$ cat src/rtl/muldiv_pkg.sv
// muldiv_pkg: shared definitions for the multi-cycle mul/div sequencer.
//   ALU control codes of the ops it owns, FSM state encoding, counter width,
//   and a small decode helper for recognising those codes.
package muldiv_pkg;
  localparam logic [3:0] ALU_MUL = 4'b1001;
  localparam logic [3:0] ALU_DIV = 4'b1101;
  localparam logic [3:0] ALU_REM = 4'b1110;

  localparam int MD_XLEN = 32;
  localparam int CNT_W   = $clog2(MD_XLEN);

  typedef enum logic [1:0] {
    IDLE = 2'd0,
    MUL  = 2'd1,
    DIV  = 2'd2,
    DONE = 2'd3
  } state_e;

  function automatic logic is_mdu_op(input logic [3:0] code);
    return (code == ALU_MUL) || (code == ALU_DIV) || (code == ALU_REM);
  endfunction
endpackage

$ cat src/rtl/muldiv_seq_if.sv
// muldiv_seq_if: EX-stage <-> mul/div sequencer handshake.
//   master (EX side): drives start, alu_control_ex, op_a, op_b, flush;
//                     observes stall_req, busy, done, result.
//   slave  (muldiv_seq): the mirror image.
interface muldiv_seq_if
  import muldiv_pkg::*;
#(parameter int XLEN = MD_XLEN);
  logic            start;
  logic [3:0]      alu_control_ex;
  logic [XLEN-1:0] op_a;
  logic [XLEN-1:0] op_b;
  logic            flush;
  logic            stall_req;
  logic            busy;
  logic            done;
  logic [XLEN-1:0] result;

  modport master (output start, alu_control_ex, op_a, op_b, flush,
                  input  stall_req, busy, done, result);
  modport slave  (input  start, alu_control_ex, op_a, op_b, flush,
                  output stall_req, busy, done, result);
endinterface

$ cat src/rtl/muldiv_seq_div_step.sv
// div_step: one restoring-division iteration (combinational).
//   rem_in  : restored partial remainder (always < divisor, so XLEN bits fit)
//   dvd_msb : next dividend bit shifted into the remainder
//   divisor : divisor magnitude
//   rem_out : next restored partial remainder
//   q_bit   : quotient bit produced by this iteration
module div_step
  import muldiv_pkg::*;
#(parameter int XLEN = MD_XLEN)
(
  input  logic [XLEN-1:0] rem_in,
  input  logic            dvd_msb,
  input  logic [XLEN-1:0] divisor,
  output logic [XLEN-1:0] rem_out,
  output logic            q_bit
);
  // Trial subtract needs one extra bit: the shifted remainder can reach 2^XLEN.
  logic [XLEN:0] shifted, diff;

  assign shifted = {rem_in, dvd_msb};
  assign diff    = shifted - {1'b0, divisor};
  assign q_bit   = ~diff[XLEN];
  // When q_bit=0 the shifted value is below the divisor, so its MSB is 0.
  assign rem_out = q_bit ? diff[XLEN-1:0] : shifted[XLEN-1:0];
endmodule

$ cat src/rtl/muldiv_seq.sv
// muldiv_seq: iterative mulw/divw/remw sequencer beside the EX-stage ALU.
//   clk, rst : clock, async active-high reset
//   bus      : muldiv_seq_if.slave (start/alu_control_ex/op_a/op_b/flush in;
//              stall_req/busy/done/result out)
// Works on operand magnitudes, one bit per cycle, then sign-corrects the
// result as it is written on entry to DONE.
module muldiv_seq
  import muldiv_pkg::*;
#(parameter int XLEN = MD_XLEN)
(
  input  logic        clk,
  input  logic        rst,
  muldiv_seq_if.slave bus
);
  localparam int              CW      = $clog2(XLEN);
  localparam logic [XLEN-1:0] MIN_NEG = {1'b1, {(XLEN-1){1'b0}}};
  localparam logic [CW-1:0]   LAST    = CW'(XLEN-1);

  function automatic logic [XLEN-1:0] mag(input logic [XLEN-1:0] v);
    return v[XLEN-1] ? -v : v;
  endfunction

  state_e            state, state_nxt;
  logic [CW-1:0]     cnt;
  logic [2*XLEN-1:0] acc, mcand, acc_nxt;
  logic [XLEN-1:0]   opb_mag;   // multiplier (shifts right) or divisor (static)
  logic [XLEN-1:0]   dvd;       // dividend bits shift out, quotient bits shift in
  logic [XLEN-1:0]   prem, prem_nxt, dvd_nxt;
  logic              q_bit, neg_q, neg_r, is_rem, busy_q;
  logic [XLEN-1:0]   result_q;

  logic            accept, is_div, div_zero, div_ovf, special, last;
  logic [XLEN-1:0] spec_val, mul_lo, mul_fin, div_fin;

  assign accept   = bus.start & (state == IDLE) & is_mdu_op(bus.alu_control_ex) & ~bus.flush;
  assign is_div   = (bus.alu_control_ex == ALU_DIV);
  assign div_zero = (bus.op_b == '0);
  assign div_ovf  = (bus.op_a == MIN_NEG) & (bus.op_b == '1);
  assign special  = (bus.alu_control_ex != ALU_MUL) & (div_zero | div_ovf);
  assign last     = (cnt == LAST);

  // Special cases bypass the iteration and are already final (no sign fixup).
  assign spec_val = div_zero ? (is_div ? '1 : bus.op_a)
                             : (is_div ? bus.op_a : '0);

  assign acc_nxt = acc + (opb_mag[0] ? mcand : '0);

  div_step #(.XLEN(XLEN)) u_div_step (
    .rem_in  (prem),
    .dvd_msb (dvd[XLEN-1]),
    .divisor (opb_mag),
    .rem_out (prem_nxt),
    .q_bit   (q_bit)
  );
  assign dvd_nxt = {dvd[XLEN-2:0], q_bit};

  // Final values use this cycle's step output so result is ready in DONE.
  assign mul_lo  = acc_nxt[XLEN-1:0];
  assign mul_fin = neg_q ? -mul_lo : mul_lo;
  assign div_fin = is_rem ? (neg_r ? -prem_nxt : prem_nxt)
                          : (neg_q ? -dvd_nxt  : dvd_nxt);

  always_comb begin
    state_nxt = state;
    case (state)
      IDLE: if (accept)
              state_nxt = (bus.alu_control_ex == ALU_MUL) ? MUL : (special ? DONE : DIV);
      MUL,
      DIV:  if (bus.flush)  state_nxt = IDLE;
            else if (last)  state_nxt = DONE;
      DONE: state_nxt = IDLE;
      default: state_nxt = IDLE;
    endcase
  end

  always_ff @(posedge clk or posedge rst) begin
    if (rst) begin
      state    <= IDLE;
      busy_q   <= 1'b0;
      cnt      <= '0;
      acc      <= '0;
      mcand    <= '0;
      opb_mag  <= '0;
      dvd      <= '0;
      prem     <= '0;
      neg_q    <= 1'b0;
      neg_r    <= 1'b0;
      is_rem   <= 1'b0;
      result_q <= '0;
    end else begin
      state  <= state_nxt;
      busy_q <= (state_nxt == MUL) || (state_nxt == DIV);
      case (state)
        IDLE: if (accept) begin
          cnt     <= '0;
          acc     <= '0;
          prem    <= '0;
          mcand   <= {{XLEN{1'b0}}, mag(bus.op_a)};
          dvd     <= mag(bus.op_a);
          opb_mag <= mag(bus.op_b);
          neg_q   <= bus.op_a[XLEN-1] ^ bus.op_b[XLEN-1];
          neg_r   <= bus.op_a[XLEN-1];
          is_rem  <= (bus.alu_control_ex == ALU_REM);
          if (special) result_q <= spec_val;
        end
        MUL: begin
          acc     <= acc_nxt;
          mcand   <= mcand << 1;
          opb_mag <= opb_mag >> 1;
          cnt     <= cnt + 1'b1;
          if (last && !bus.flush) result_q <= mul_fin;
        end
        DIV: begin
          prem <= prem_nxt;
          dvd  <= dvd_nxt;
          cnt  <= cnt + 1'b1;
          if (last && !bus.flush) result_q <= div_fin;
        end
        default: ;
      endcase
    end
  end

  assign bus.stall_req = accept | (state == MUL) | (state == DIV);
  assign bus.busy      = busy_q;
  assign bus.done      = (state == DONE);
  assign bus.result    = result_q;
endmodule
$ cat src/flat_wrapper.sv
// flat-port wrapper written by rule: the top's interface ports become plain ports
module muldiv_seq_flat import muldiv_pkg::*;
#(parameter int XLEN = MD_XLEN)
  (clk, rst, bus_start, bus_alu_control_ex, bus_op_a, bus_op_b, bus_flush, bus_stall_req, bus_busy, bus_done, bus_result);
  muldiv_seq_if #(.XLEN(XLEN)) bus_i ();
  input  logic clk;
  input  logic rst;
  input wire logic [$bits(bus_i.start)-1:0] bus_start;
  input wire logic [$bits(bus_i.alu_control_ex)-1:0] bus_alu_control_ex;
  input wire logic [$bits(bus_i.op_a)-1:0] bus_op_a;
  input wire logic [$bits(bus_i.op_b)-1:0] bus_op_b;
  input wire logic [$bits(bus_i.flush)-1:0] bus_flush;
  output wire logic [$bits(bus_i.stall_req)-1:0] bus_stall_req;
  output wire logic [$bits(bus_i.busy)-1:0] bus_busy;
  output wire logic [$bits(bus_i.done)-1:0] bus_done;
  output wire logic [$bits(bus_i.result)-1:0] bus_result;
  assign bus_i.start = bus_start;
  assign bus_i.alu_control_ex = bus_alu_control_ex;
  assign bus_i.op_a = bus_op_a;
  assign bus_i.op_b = bus_op_b;
  assign bus_i.flush = bus_flush;
  assign bus_stall_req = bus_i.stall_req;
  assign bus_busy = bus_i.busy;
  assign bus_done = bus_i.done;
  assign bus_result = bus_i.result;
  muldiv_seq #(.XLEN(XLEN)) u_core (.clk(clk), .rst(rst), .bus(bus_i));
endmodule
$ cat config.mk
export PLATFORM = sky130hd
export DESIGN_NAME = muldiv_seq_flat
export DESIGN_NICKNAME = d
export VERILOG_FILES = /design/src/rtl/muldiv_pkg.sv /design/src/rtl/muldiv_seq_if.sv /design/src/rtl/muldiv_seq_div_step.sv /design/src/rtl/muldiv_seq.sv /design/src/flat_wrapper.sv
export SDC_FILE = /design/constraint.sdc
export NUM_CORES = 1
export LEC_CHECK = 0
export ABC_CLOCK_PERIOD_IN_PS = 7030
export BUFFER_PORTS_ARGS = -buffer_cell sky130_fd_sc_hd__buf_4
export CORE_UTILIZATION = 55
export CTS_CLUSTER_DIAMETER = 100
export CTS_CLUSTER_SIZE = 25
export DETAILED_ROUTE_END_ITERATION = 7
export GPL_TIMING_DRIVEN = 0
export PLACE_DENSITY = 0.73
export SLEW_MARGIN = 25
export SYNTH_ARGS = -nofsm -noshare
export SYNTH_HDL_FRONTEND = slang
export SYNTH_HIERARCHICAL = 1
export SYNTH_SLANG_ARGS = --single-unit
export TNS_END_PERCENT = 5
$ cat constraint.sdc
create_clock -name clk -period 7.03 [get_ports clk]
set_input_delay 0 -clock clk [delete_from_list [all_inputs] [get_ports clk]]
set_output_delay 0 -clock clk [all_outputs]
set_load 0.03 [all_outputs]
==> key figures <==
CTS
  – Cts bufs inserted: 13
  – # clock sinks: roughly 200
  – Skew-Pair Late Insertion Delay: about 0.5 ns
  – Root Driver: clkbuf_16
  – CTS tree: yes
  – H-tree levels: 1
  – Clk slew on worst S/H paths: ~0.11 ns
  – Clock Path Buffers: 3

Drt
  – Routed vias: between 15k and 20k
  – Final WL: about 62,000 µm
  – Drt wl/cell: approximately 23 µm
  – Residual DRC: 7
  – DRT iter0 DRCs: roughly 2.3k
  – ANT nets after route: 0
  – Vias per std cell: about 6.5
  – DRT Pass-1 Iters: 8

Timing
  – Normalized max-slew margin: a little under a third
  – Clock Skew: 0.0280 ns
  – Fin crit period: 6.76 ns
  – Unrepaired setup endpoints after global routing: false
  – Tcrit/Tclk final: a little over nine tenths
  – F_max: ~150 MHz
  – Final slew viol count: 0
  – Setup violators final: 0
  – Worst Max-Slew Pin Slew: 1.05 ns
  – Hold WS: around 0.0055 ns
  – Hold Fails Final Rpt: 0

Global route
  – Antenna violations before repair: 0
  – First-pass GRT wire length: 95,100 µm
  – Largest net degree at the start of global routing: between 90 and 100
  – Global route hottest layer: met1
  – Global Route met2 Usage: ~54%
  – Grt met3 use: ~7.5%
  – M1 GR Usage: between 50% and 60%
  – Gr ovfl total: 0
  – Number of global-route vias before repair: approximately 16k
  – GRT Overall Usage: around 38%

Logic synthesis
  – Top FF cell, synth: dfrtp_1
  – Syn Inst Count: ~2.1k
  – Cell variety after synth: 101
  – Mapped Nets: about 2.3k
  – Post-synth EDFFs: 0
  – Avg Cell Area, Syn: between 8 and 9 µm²
  – Post-synthesis sequential area ratio: slightly below 30%
  – Mapped cell area: ~17,000 µm²
  – Seq cells post-synth: approximately 200
  – FFs w/ async S/R, synth: 100%
  – YS warnings: 6

Floorplan
  – Die height: 180 µm
  – Rows: 64
  – Die X: roughly 180 µm
  – Area of the core: 30,800 µm²
  – Starting Density: a little under three fifths
  – Area of the die: 32,300 µm²
  – I/O pin count: between 100 and 150

Setup path
  – Crit start category: register
  – WS Path Type: reg -> reg
  – Crit-path max FO: 10
  – Worst Path Arrival: approximately 7.1 ns
  – Worst path required time: about 7.4 ns
  – Worst Setup End Kind: register

Layout
  – Final Non-Filler Cells: approximately 2.7k
  – Layout area overhead: 13.1%
  – Layout cell share with drive strength beyond 1: 9.11%
  – Post-layout net count: 2,450
  – Diode count: 0

Job
  – Max-cap violations: 0

Power and ir drop
  – Leakage power: 8.95 nW
  – PD cells: 552 nW/µm²
  – Peak VDD IR: 353 µV

Place
  – I/O Buffers: ~100
  – GPL Wtd Cong: 1.01
  – Placed Cells: around 2.6k
  – HPWL after detailed placement: a little under 50,000 µm

Status
  – Failing checks: DRC
  – Status: complete, but fails checks

Min path
  – Hold Path Class: in -> reg
==> Yosys cell counts (all sizes together), types with 34 or more instances <==
| cell type | instances | area [µm²] |
|---|---|---|
| xor2 | 88 | 771 |
| nand2 | 254 | 953 |
| or3 | 34 | 223 |
| inv | 71 | 274 |
| a22o | 50 | 438 |
| xnor2 | 109 | 955 |
| ha | 76 | 951 |
| o31ai | 58 | 435 |
| and2 | 37 | 235 |
| clkbuf | 99 | 373 |
| nor3 | 35 | 186 |
| nor2 | 144 | 548 |
| dfrtp | 203 | 5080 |
| o21ai | 205 | 1030 |
| mux2i | 63 | 656 |
| a21oi | 185 | 933 |
==> layer usage <==
layer	vias to the layer above	wire, µm
li1	8079	-
met1	8542	27900
met2	969	25600
met3	94	6990
met4	0	1720
met5	-	0
==> cell families (layout without fill, tap and decap cells) <==
| kind of cell | count (synthesis) | count (layout) | synth area share, % |
|---|---|---|---|
| AO/OA/AOI/OAI | 702 | 702 | 26.0 |
| AND/OR/NAND/NOR | 649 | 649 | 17.8 |
| flip-flops | 203 | 203 | 29.3 |
| buffers and inverters | 203 | 378 | 5.04 |
| XOR/XNOR | 197 | 197 | 9.94 |
| multiplexers | 90 | 90 | 5.94 |
| adder cells (fa/ha/maj) | 85 | 85 | 6.11 |
==> sequential cells by signal, indices dropped and copies added (netlist names) <==
name and cells:
u_core/acc 32, u_core/bus.result 32, u_core/dvd 32, u_core/mcand 32, u_core/opb_mag 32, u_core/prem 32
u_core/cnt 5, u_core/state 2, u_core/bus.busy 1, u_core/is_rem 1, u_core/neg_q 1, u_core/neg_r 1
==> path summary, 6_finish.rpt <==
path | endpoint | startpoint | cells after the start | slack (ns)
min | u_core/mcand[12] | bus_op_a[12] | 4 | 0.005
max | u_core/bus.result[25] | u_core/opb_mag[0] | 24 | 0.27
min reg2reg | u_core/bus.result[26] | u_core/bus.result[26] | 2 | 0.50
max reg2reg | u_core/bus.result[25] | u_core/opb_mag[0] | 24 | 0.27
min in group asynchronous | u_core/mcand[29] | rst | 3 | 0.05
max in group asynchronous | u_core/opb_mag[0] | rst | 4 | 6.10
==> worst max-delay path: stages, from the launching register on <==
cell and delay, ns:
dfrtp_4 0.60, ha_1 0.25, fa_1 0.40, and2b_1 0.27
o2111ai_2 0.14, a21oi_2 0.26, o2111ai_1 0.25, a211oi_2 0.31
nor2_4 0.11, mux2i_4 0.36, and2_4 0.23, buf_12 0.13
inv_8 0.05, buf_12 0.15, mux2_4 0.34, or4_1 0.56
or3_1 0.36, or3_1 0.31, clkbuf_1 0.20, o41ai_1 0.45
xnor2_1 0.12, nand2_1 0.09, o21ai_0 0.16, a221oi_1 0.40
o31ai_1 0.12
==> layout by cell type, fill, tap and decap left out, types with 17 or more instances in the layout <==
master,synthesis,final
a21o_1,29,29
a21oi_1,183,182
a22o_1,50,50
and2_1,34,34
and3_1,17,17
buf_4,3,111
clkbuf_1,98,98
dfrtp_1,203,202
dlygate4sd3_1,0,46
ha_1,76,76
inv_1,69,68
mux2_4,19,19
mux2i_1,61,61
nand2_1,254,254
nand3_1,33,33
nand4_1,21,21
nor2_1,143,143
nor3_1,34,34
o21a_1,20,20
o21ai_0,202,202
o31ai_1,58,57
o41ai_1,22,21
or3_1,32,32
xnor2_1,109,109
xor2_1,88,88
==> per-stage QoR <==
stage / worst slack, ns / TNS, ns / utilization, % / total power, W / cell area [µm²]
5_1_grt: 0.0364 / 0 / 63.7 / 0.0114 / 19600
3_3_place_gp: -0.953 / -190.25 / 60.5 / 0.00947 / 18600
4_1_cts: 0.0601 / 0 / 63.5 / 0.0105 / 19600
2_1_floorplan: 1.22 / 0 / - / 0.00728 / 17400
6_report: 0.269 / 0 / 63.7 / 0.0108 / 19600
3_5_place_dp: -0.184 / -0.189 / 60.7 / 0.00960 / 18700
==> cell type report <==
type,instances,area (µm²)
multi-input combinational,1723,11500
sequential,203,5080
clock inverter,5,55.1
fill,2773,11200
clock buffer,14,339
inverter,73,289
tap,396,495
buffer,130,593
timing repair buffer,156,1330
==> report_power, final <==
group / switching (W) / internal, W
clock network: 0.000460 / 0.000366
logic: 0.00493 / 0.00303
registers: 0.000454 / 0.00160
total: 0.00585 / 0.00499
==> what timing repair did <==
action                                 CTS  global route
setup endpoints to repair                4             6
resized for setup                        3             6
endpoints found under the hold margin  245             0
buffers inserted                         0             3
hold buffers                            46             0
pin swaps                                0             3
Power figures use the tool's default switching activity.
